## config.mk

```make
export PLATFORM = sky130hd
export DESIGN_NAME = imem_arbiter
export DESIGN_NICKNAME = d
export VERILOG_FILES = /design/src/rtl/imem_arbiter.sv
export SDC_FILE = /design/constraint.sdc
export NUM_CORES = 1
export LEC_CHECK = 0
export BUFFER_PORTS_ARGS = -buffer_cell sky130_fd_sc_hd__buf_4
export CAP_MARGIN = 20
export CORE_AREA = 8 8 89 91
export CTS_BUF_LIST = sky130_fd_sc_hd__clkbuf_8
export DETAILED_ROUTE_END_ITERATION = 8
export DIE_AREA = 0 0 97 99
export PLACE_DENSITY_LB_ADDON = 0.08
export SLEW_MARGIN = 10
export SYNTH_ARGS = -nofsm -noshare
export SYNTH_HDL_FRONTEND = slang
export SYNTH_SLANG_ARGS = --single-unit
export TNS_END_PERCENT = 100
```

## constraint.sdc

```tcl
create_clock -name i_clk -period 1.7 [get_ports i_clk]
set_input_delay 0.085 -clock i_clk [delete_from_list [all_inputs] [get_ports i_clk]]
set_output_delay 0.085 -clock i_clk [all_outputs]
set_load 0.05 [all_outputs]
```

## src/rtl/imem_arbiter.sv

```systemverilog
// rtl/imem_arbiter.sv - boot-sequenced arbiter sharing a 1-cycle BRAM imem between fetch and loader
// Optional: define IMEM_WRITE_PROTECT_EN to turn loader writes in RUN into rejected (err) accesses.
module imem_arbiter #(
  parameter int DEPTH      = 512,
  parameter int AW         = $clog2(DEPTH),
  parameter int STARVE_MAX = 4
) (
  input  logic          i_clk,
  input  logic          i_reset,
  input  logic          i_boot_done,
  input  logic          i_if_req,
  input  logic [31:0]   i_if_addr,
  output logic          o_if_gnt,
  output logic          o_if_rvalid,
  output logic [31:0]   o_if_rdata,
  output logic          o_if_fault,
  input  logic          i_ld_req,
  input  logic          i_ld_we,
  input  logic [31:0]   i_ld_addr,
  input  logic [31:0]   i_ld_wdata,
  output logic          o_ld_gnt,
  output logic          o_ld_rvalid,
  output logic [31:0]   o_ld_rdata,
  output logic          o_ld_err,
  output logic          o_mem_en,
  output logic          o_mem_we,
  output logic [AW-1:0] o_mem_addr,
  output logic [31:0]   o_mem_wdata,
  input  logic [31:0]   i_mem_rdata,
  output logic          o_boot_mode,
  output logic          o_cpu_stall
);

  localparam int              SW         = $clog2(STARVE_MAX + 1);
  localparam logic [SW-1:0]   STARVE_SAT = SW'(STARVE_MAX);
  localparam logic [31:0]     NOP        = 32'h0000_0013;

  typedef enum logic {
    ST_BOOT = 1'b0,
    ST_RUN  = 1'b1
  } state_e;

  state_e        state_q, state_d;
  logic [SW-1:0] starve_q, starve_d;
  logic          rvalid_q, rvalid_d;
  logic          owner_q, owner_d;   // 0: fetch issued the pending read, 1: loader
  logic          bad_q, bad_d;
  logic          ld_err_q, ld_err_d;

  logic          if_ok, ld_ok, ld_blocked, starved;

  function automatic logic addr_ok(input logic [31:0] a);
    return (a[1:0] == 2'b00) && ((a >> (AW + 2)) == 32'd0);
  endfunction

  assign if_ok   = addr_ok(i_if_addr);
  assign ld_ok   = addr_ok(i_ld_addr);
  assign starved = (starve_q == STARVE_SAT);

`ifdef IMEM_WRITE_PROTECT_EN
  assign ld_blocked = (state_q == ST_RUN) & i_ld_we;
`else
  assign ld_blocked = 1'b0;
`endif

  always_comb begin
    state_d  = state_q;
    o_if_gnt = 1'b0;
    o_ld_gnt = 1'b0;
    case (state_q)
      ST_BOOT: begin
        o_ld_gnt = i_ld_req;
        if (i_boot_done) state_d = ST_RUN;
      end
      ST_RUN: begin
        o_if_gnt = i_if_req & ~(i_ld_req & starved);
        o_ld_gnt = i_ld_req & ~o_if_gnt;
      end
      default: state_d = ST_BOOT;
    endcase
    if (i_reset) begin
      o_if_gnt = 1'b0;
      o_ld_gnt = 1'b0;
    end
  end

  // Bad addresses are still granted so the requester always gets a response.
  always_comb begin
    o_mem_en    = 1'b0;
    o_mem_we    = 1'b0;
    o_mem_addr  = '0;
    o_mem_wdata = '0;
    rvalid_d    = 1'b0;
    owner_d     = owner_q;
    bad_d       = 1'b0;
    ld_err_d    = 1'b0;
    if (o_if_gnt) begin
      o_mem_en   = if_ok;
      o_mem_addr = i_if_addr[AW+1:2];
      rvalid_d   = 1'b1;
      owner_d    = 1'b0;
      bad_d      = ~if_ok;
    end else if (o_ld_gnt) begin
      o_mem_addr = i_ld_addr[AW+1:2];
      if (i_ld_we) begin
        o_mem_en    = ld_ok & ~ld_blocked;
        o_mem_we    = ld_ok & ~ld_blocked;
        o_mem_wdata = i_ld_wdata;
        ld_err_d    = ~ld_ok | ld_blocked;
      end else begin
        o_mem_en = ld_ok;
        rvalid_d = 1'b1;
        owner_d  = 1'b1;
        bad_d    = ~ld_ok;
        ld_err_d = ~ld_ok;
      end
    end
  end

  always_comb begin
    starve_d = starve_q;
    if ((state_q == ST_BOOT) || o_ld_gnt) begin
      starve_d = '0;
    end else if (i_ld_req && !starved) begin
      starve_d = starve_q + SW'(1);
    end
  end

  always_ff @(posedge i_clk or posedge i_reset) begin
    if (i_reset) begin
      state_q  <= ST_BOOT;
      starve_q <= '0;
      rvalid_q <= 1'b0;
      owner_q  <= 1'b0;
      bad_q    <= 1'b0;
      ld_err_q <= 1'b0;
    end else begin
      state_q  <= state_d;
      starve_q <= starve_d;
      rvalid_q <= rvalid_d;
      owner_q  <= owner_d;
      bad_q    <= bad_d;
      ld_err_q <= ld_err_d;
    end
  end

  assign o_if_rvalid = rvalid_q & ~owner_q;
  assign o_ld_rvalid = rvalid_q & owner_q;
  assign o_if_rdata  = o_if_rvalid ? (bad_q ? NOP : i_mem_rdata) : '0;
  assign o_ld_rdata  = o_ld_rvalid ? (bad_q ? NOP : i_mem_rdata) : '0;
  assign o_if_fault  = o_if_rvalid & bad_q;
  assign o_ld_err    = ld_err_q;
  assign o_boot_mode = (state_q == ST_BOOT);
  assign o_cpu_stall = i_if_req & ~o_if_gnt;

endmodule
```

; ---- Word level (Yosys, flattened, before mapping)
; Cells that the tools add are included.
[totals]
ff_bits = 8
output_inout_bits = 115
elab_cells = 67
[classes]
add_sub_neg = 1
n_eq_ne = 2
mux = 32
bitwise = 14
reduce_logical = 12
[ops]
columns = operator, n
row1 = $mux 32, 6
row2 = $logic_not 32->1, 2
row3 = $mux 1, 21
row4 = $mux 9, 2
row5 = $and 1x1->1, 7
row6 = $not 1->1, 7
row7 = $mux 3, 2
row8 = $logic_not 2->1, 2
row9 = $reduce_bool 2->1, 2
row10 = $add 3x1->3 const B, 1
row11 = $eq 3x3->1 const B, 1
row12 = $logic_and 1x1->1, 3
row13 = $ne 2x2->1 const B, 1
row14 = $pmux 1 s2, 1
row15 = $reduce_and 2->1, 1
row16 = $logic_not 1->1, 1
row17 = $logic_or 1x1->1, 1

; ---- Logic depth before layout (Yosys ltp)
[depth]
depth_word = 10
mapped_depth = 7
mapped_depth_nobuf = 6

; ---- Worst setup path before layout
; OpenSTA, ideal clock, no wires.
[synth_path]
kind = reg-to-output
startpoint = reg starve_q[0]
endpoint = out o_mem_wdata[24]
arrival_time_ps = 1736
required_time_ps = 1615
path_slack_ps = -121
path_stages_with_launch = 8
path_buffers = 1
cell_sequence = dfrtp_1 -> inv_1 -> ha_1 -> nand2_1 -> a31o_4 -> inv_6 -> buf_6 -> and3_1
[synth_between]
elab_chain_len = 10
elab_cells_between_ends = 12
classes_between = 1 x eq/ne / 6 x mux / 5 x bitwise
[synth_rtl]
columns = item, line
row1 = "start, declared", 44  ; logic [SW-1:0] starve_q, starve_d;
row2 = "start signal, assigned", 139  ; starve_q <= starve_d;
row3 = $eq 3x3->1, 58  ; assign starved = (starve_q == STARVE_SAT);
row4 = $and 1x1->1, 76  ; o_if_gnt = i_if_req & ~(i_ld_req & starved);
row5 = $not 1->1, 76
row6 = $and 1x1->1, 76
row7 = $not 1->1, 77  ; o_ld_gnt = i_ld_req & ~o_if_gnt;
row8 = $and 1x1->1, 77
row9 = $pmux 1 s2, 70  ; case (state_q)
row10 = $mux 1, 81  ; if (i_reset) begin
row11 = named net o_ld_gnt, 21  ; output logic o_ld_gnt,
row12 = $mux 32, 103  ; end else if (o_ld_gnt) begin
row13 = $mux 32, 97  ; if (o_if_gnt) begin
row14 = "end, declared", 28  ; output logic [31:0] o_mem_wdata,
; The timed path passes the listed nets, and every way through them passes these cells.

; ---- Final worst setup path
[layout_path]
startpoint = reg starve_q[0]
endpoint = out o_mem_wdata[24]
[layout_between]
elab_chain_len = 10
elab_cells_between_ends = 12
classes_between = 1 x eq/ne / 6 x mux / 5 x bitwise
[layout_rtl]
columns = item, line
row1 = $eq 3x3->1 (*), 58
row2 = $and 1x1->1 (*), 76
row3 = $not 1->1 (*), 76
row4 = $and 1x1->1 (*), 76
row5 = $not 1->1, 77
row6 = $and 1x1->1, 77
row7 = $pmux 1 s2, 70
row8 = $mux 1, 81
row9 = $mux 32, 103
row10 = $mux 32 (*), 97
; Mark *: on every way between the ends. The rest lies on a longest branch, timed or not.

==> results.md <==
Global route:
- The overall routing resource usage is about a fifth.
- The wire length of the first global-routing pass is 16.1 mm.
- The initial antenna violation count came to 0.
- The number of global-route vias before repair is 2821.
- Entering global routing, the biggest net connects 37 pins.
- The total congestion overflow after global routing is 0.

Detailed routing:
- The total number of vias is between 2k and 3k.
- The ratio of routed vias to standard cells is 4.63.
- The final routed wire length divided by cell count is 19.1 µm.
- The DRC violation count after routing is 0.
- Summed over all layers, the routed wires come to 10.8 mm.
- The remaining number of nets flagged by the antenna check after routing is 0.
- The detailed router finished its first iteration with 75 violations.
- The number of detailed-route iterations in the first pass is 4.

Placement:
- The congestion estimate from routability-driven global placement came to around 0.80.
- The count of buffers added on input and output ports is 248.
- Once placement finished, the instance area stood at approximately 3400 µm².
- Before CTS, the worst setup slack after placement is -0.0159 ns.
- The final HPWL from detailed placement is 8.09 mm.

Timing:
- Setup repair after global routing could not meet its margin everywhere.
- The number of failing hold endpoints at the final stage is 0.
- The worst setup slack after layout is -0.170 ns.
- The final setup violation count is 47.
- The max-slew headroom at the worst pin is 75.6%.
- The transition at the pin with the smallest max-transition slack is 0.367 ns.
- The final critical path takes up 110% of the cycle.
- The setup TNS is -6.36 ns.
- The minimum clock period after layout is between 1.5 and 2 ns.
- The worst clock skew is 0.000585 ns.
- The final-report max-slew violation count is 0.
- Timing would allow up to roughly 530 MHz.

Clock network:
- Clock-pin slew was measured on the worst setup and hold paths at 0.04 ns.
- The number of clock buffers inserted by TritonCTS is 3.
- The number of H-tree branching levels is 1.
- The root cell of the clock tree is clkbuf_8.
- The clock tree from TritonCTS is yes.
- The clock drives 8 sinks.
- The clock passes through at most 2 buffers.
- The clock latency reported for the late side of the worst-skew pair is about 0.23 ns.

Critical path:
- The data arrival time of the worst path is 1.79 ns.
- Walking the worst path, the cells encountered are inv_2, ha_4, nand2_2, a31o_4, buf_12, clkinv_8, and3_4, buf_8.
- The master of the slowest instance on the critical path is dfrtp_1.
- The family with the most delay on the worst path is buffers and inverters.
- The worst setup path is launched from a register.
- The largest single stage delay on the critical path is 0.38 ns.
- Of all nets on the critical path, the largest fanout is 11.
- STA puts the critical path data required time at 1.62 ns.
- The buffering stage count on the worst path with inverters included is 4.
- The critical setup path kind is reg -> out.
- The type of destination of the critical path is an output pin.

Die:
- The die area is 9600 µm².
- From bottom edge to top edge, the die measures just under 100 µm.
- The effective utilization at floorplan is 20.6%.
- Pin placement for this block handled 249 I/O pins.
- The overall die width is just under 100 µm.
- The floorplan has 30 rows.
- The region available for standard cell placement spans about 6600 µm².

Synthesis:
- A synthesized cell averages 6.23 µm².
- Counting flops and latches in the post-synthesis netlist gives 8.
- Synthesis produced a netlist whose cell count is about 220.
- The commonest register cell after synthesis is dfrtp_1.
- The total number of yosys warnings is 0.
- The mapped cell area is around 1400 µm².
- Synthesis produced a netlist with a net count of 353.
- The number of flops mapped to enable cells by yosys is 0.
- Sorting the synthesized cells by how often they occur yields nor2_1 (72), and3_1 (33), nand2b_1 (30), clkbuf_1 (12).
- Of the synthesized area, sequential elements account for 14.8%.
- After synthesis, the cell types taking the most area are nor2_1 (20%), and3_1 (15%), dfrtp_1 (15%).
- nor2_1 is the most common cell in the netlist.
- The async set-reset flop share out of synthesis is 100%.
- nor2_1 takes more of the synthesized area than any other cell.
- The area share of the largest cell type after synthesis is 20.0%.
- Counting distinct cell types in the post-synthesis netlist gives 27.

Power:
- The leakage component of the power is 2.20 nW.
- The power density over the cells is around 560 nW/µm².
- The maximum VDD drop is 0.311 mV.
- The total chip power is 2.36 mW.

Worst hold path:
- The tightest min-delay check is of the in -> reg type.

Outcome:
- The flow ran to the end, but the final reports show violations.
- The checks that failed: setup timing.

Finish:
- 0 antenna diodes ended up in the layout.
- The layout has 569 filler cells.
- The final design instance area without fill is 4200 µm².
- From synthesis to final layout, the design area changed by 211%.
- The fraction of final layout cells sized beyond drive strength 1 is 69.6%.
- The net count of the finished layout is 622.

Run:
- Max-cap violations in this run came to 0.
-- state kept, by name, indices dropped and copies added, names as in the netlist --
register,count
starve_q,3
rvalid_q,1
bad_q,1
o_ld_err,1
owner_q,1
state_q,1
-- cells in the final DEF (no fill, tap or decap), types with 2 or more instances in the layout --
cell,count
buf_4,218
nor2_1,72
buf_8,42
and3_4,32
nand2b_1,30
buf_6,12
nor4_1,10
nand2_1,8
a22o_4,8
dfrtp_1,7
inv_1,5
clkbuf_8,3
clkinv_8,3
buf_12,3
inv_2,2
nand3_1,2
nor3_1,2
nand4_1,2
-- power breakdown --
part	total, mW	internal [mW]	switching (mW)
Combinational	1.85	0.835	1.02
Clock	0.233	0.154	0.0789
Sequential	0.275	0.236	0.0390
Total	2.36	1.22	1.14
-- cells by family after synthesis --
family,Yosys count,share of synthesized area (%)
AOI/OAI and AO/OA,17,11.7
xor gates and xnor gates,2,1.30
adders and majority gates,2,1.85
buffers and inverters,25,10.1
DFF,8,14.8
and+or+nand+nor,163,60.2
-- final cells by class --
| type | count | area [µm²] | area share [%] |
|---|---|---|---|
| Inverter | 8 | 42.5 | 1.01 |
| Clock buffer | 3 | 41.3 | 0.983 |
| Sequential cell | 8 | 201 | 4.79 |
| Timing Repair inverter | 5 | 68.8 | 1.64 |
| Timing Repair Buffer | 276 | 2470 | 58.8 |
| Tap cell | 80 | 100 | 2.38 |
| Multi-Input combinational cell | 184 | 1270 | 30.3 |
-- metal layers --
layer  wire (µm)  global-route usage [%]
met5           0                       0
met4         173                    3.67
met3        1120                    7.91
met2        5870                    39.7
met1        3610                    21.0
-- path summary, 6_finish.rpt --
path / from / endpoint / slack, ns / depth (start not counted)
worst max register to register: starve_q[0]$_DFFE_PP0P_ / owner_q$_DFFE_PP0P_ / 0 / 9
min in group asynchronous: i_reset / o_ld_err$_DFF_PP0_ / 0.40 / 3
worst max-delay path: starve_q[0]$_DFFE_PP0P_ / o_mem_wdata[24] / -0.17 / 8
max in group asynchronous: i_reset / state_q$_DFF_PP0_ / 1.05 / 3
worst min-delay path: i_boot_done / state_q$_DFF_PP0_ / 0.05 / 2
worst min register to register: owner_q$_DFFE_PP0P_ / owner_q$_DFFE_PP0P_ / 0.55 / 2
-- stage by stage --
step                util [%]  hold slack, ns  instances
finish                  64.0          0.0495        564
global route            64.0          0.0449        564
CTS                     61.0          0.0431        557
detailed placement      51.2          0.0855        536
global placement        51.2          0.0756        536
floorplan                  -         -0.0993        217
-- repair_timing --
action | 4_1_cts | 5_1_grt
gates cloned | 5 | 1
resized for setup | 119 | 35
pin swaps | 9 | 25
setup buffers | 12 | 6
endpoints found under the setup margin | 45 | 45
hold buffers | 1 | 0
endpoints found under the hold margin | 8 | 0
No activity file was read; power rests on OpenSTA's default activity.
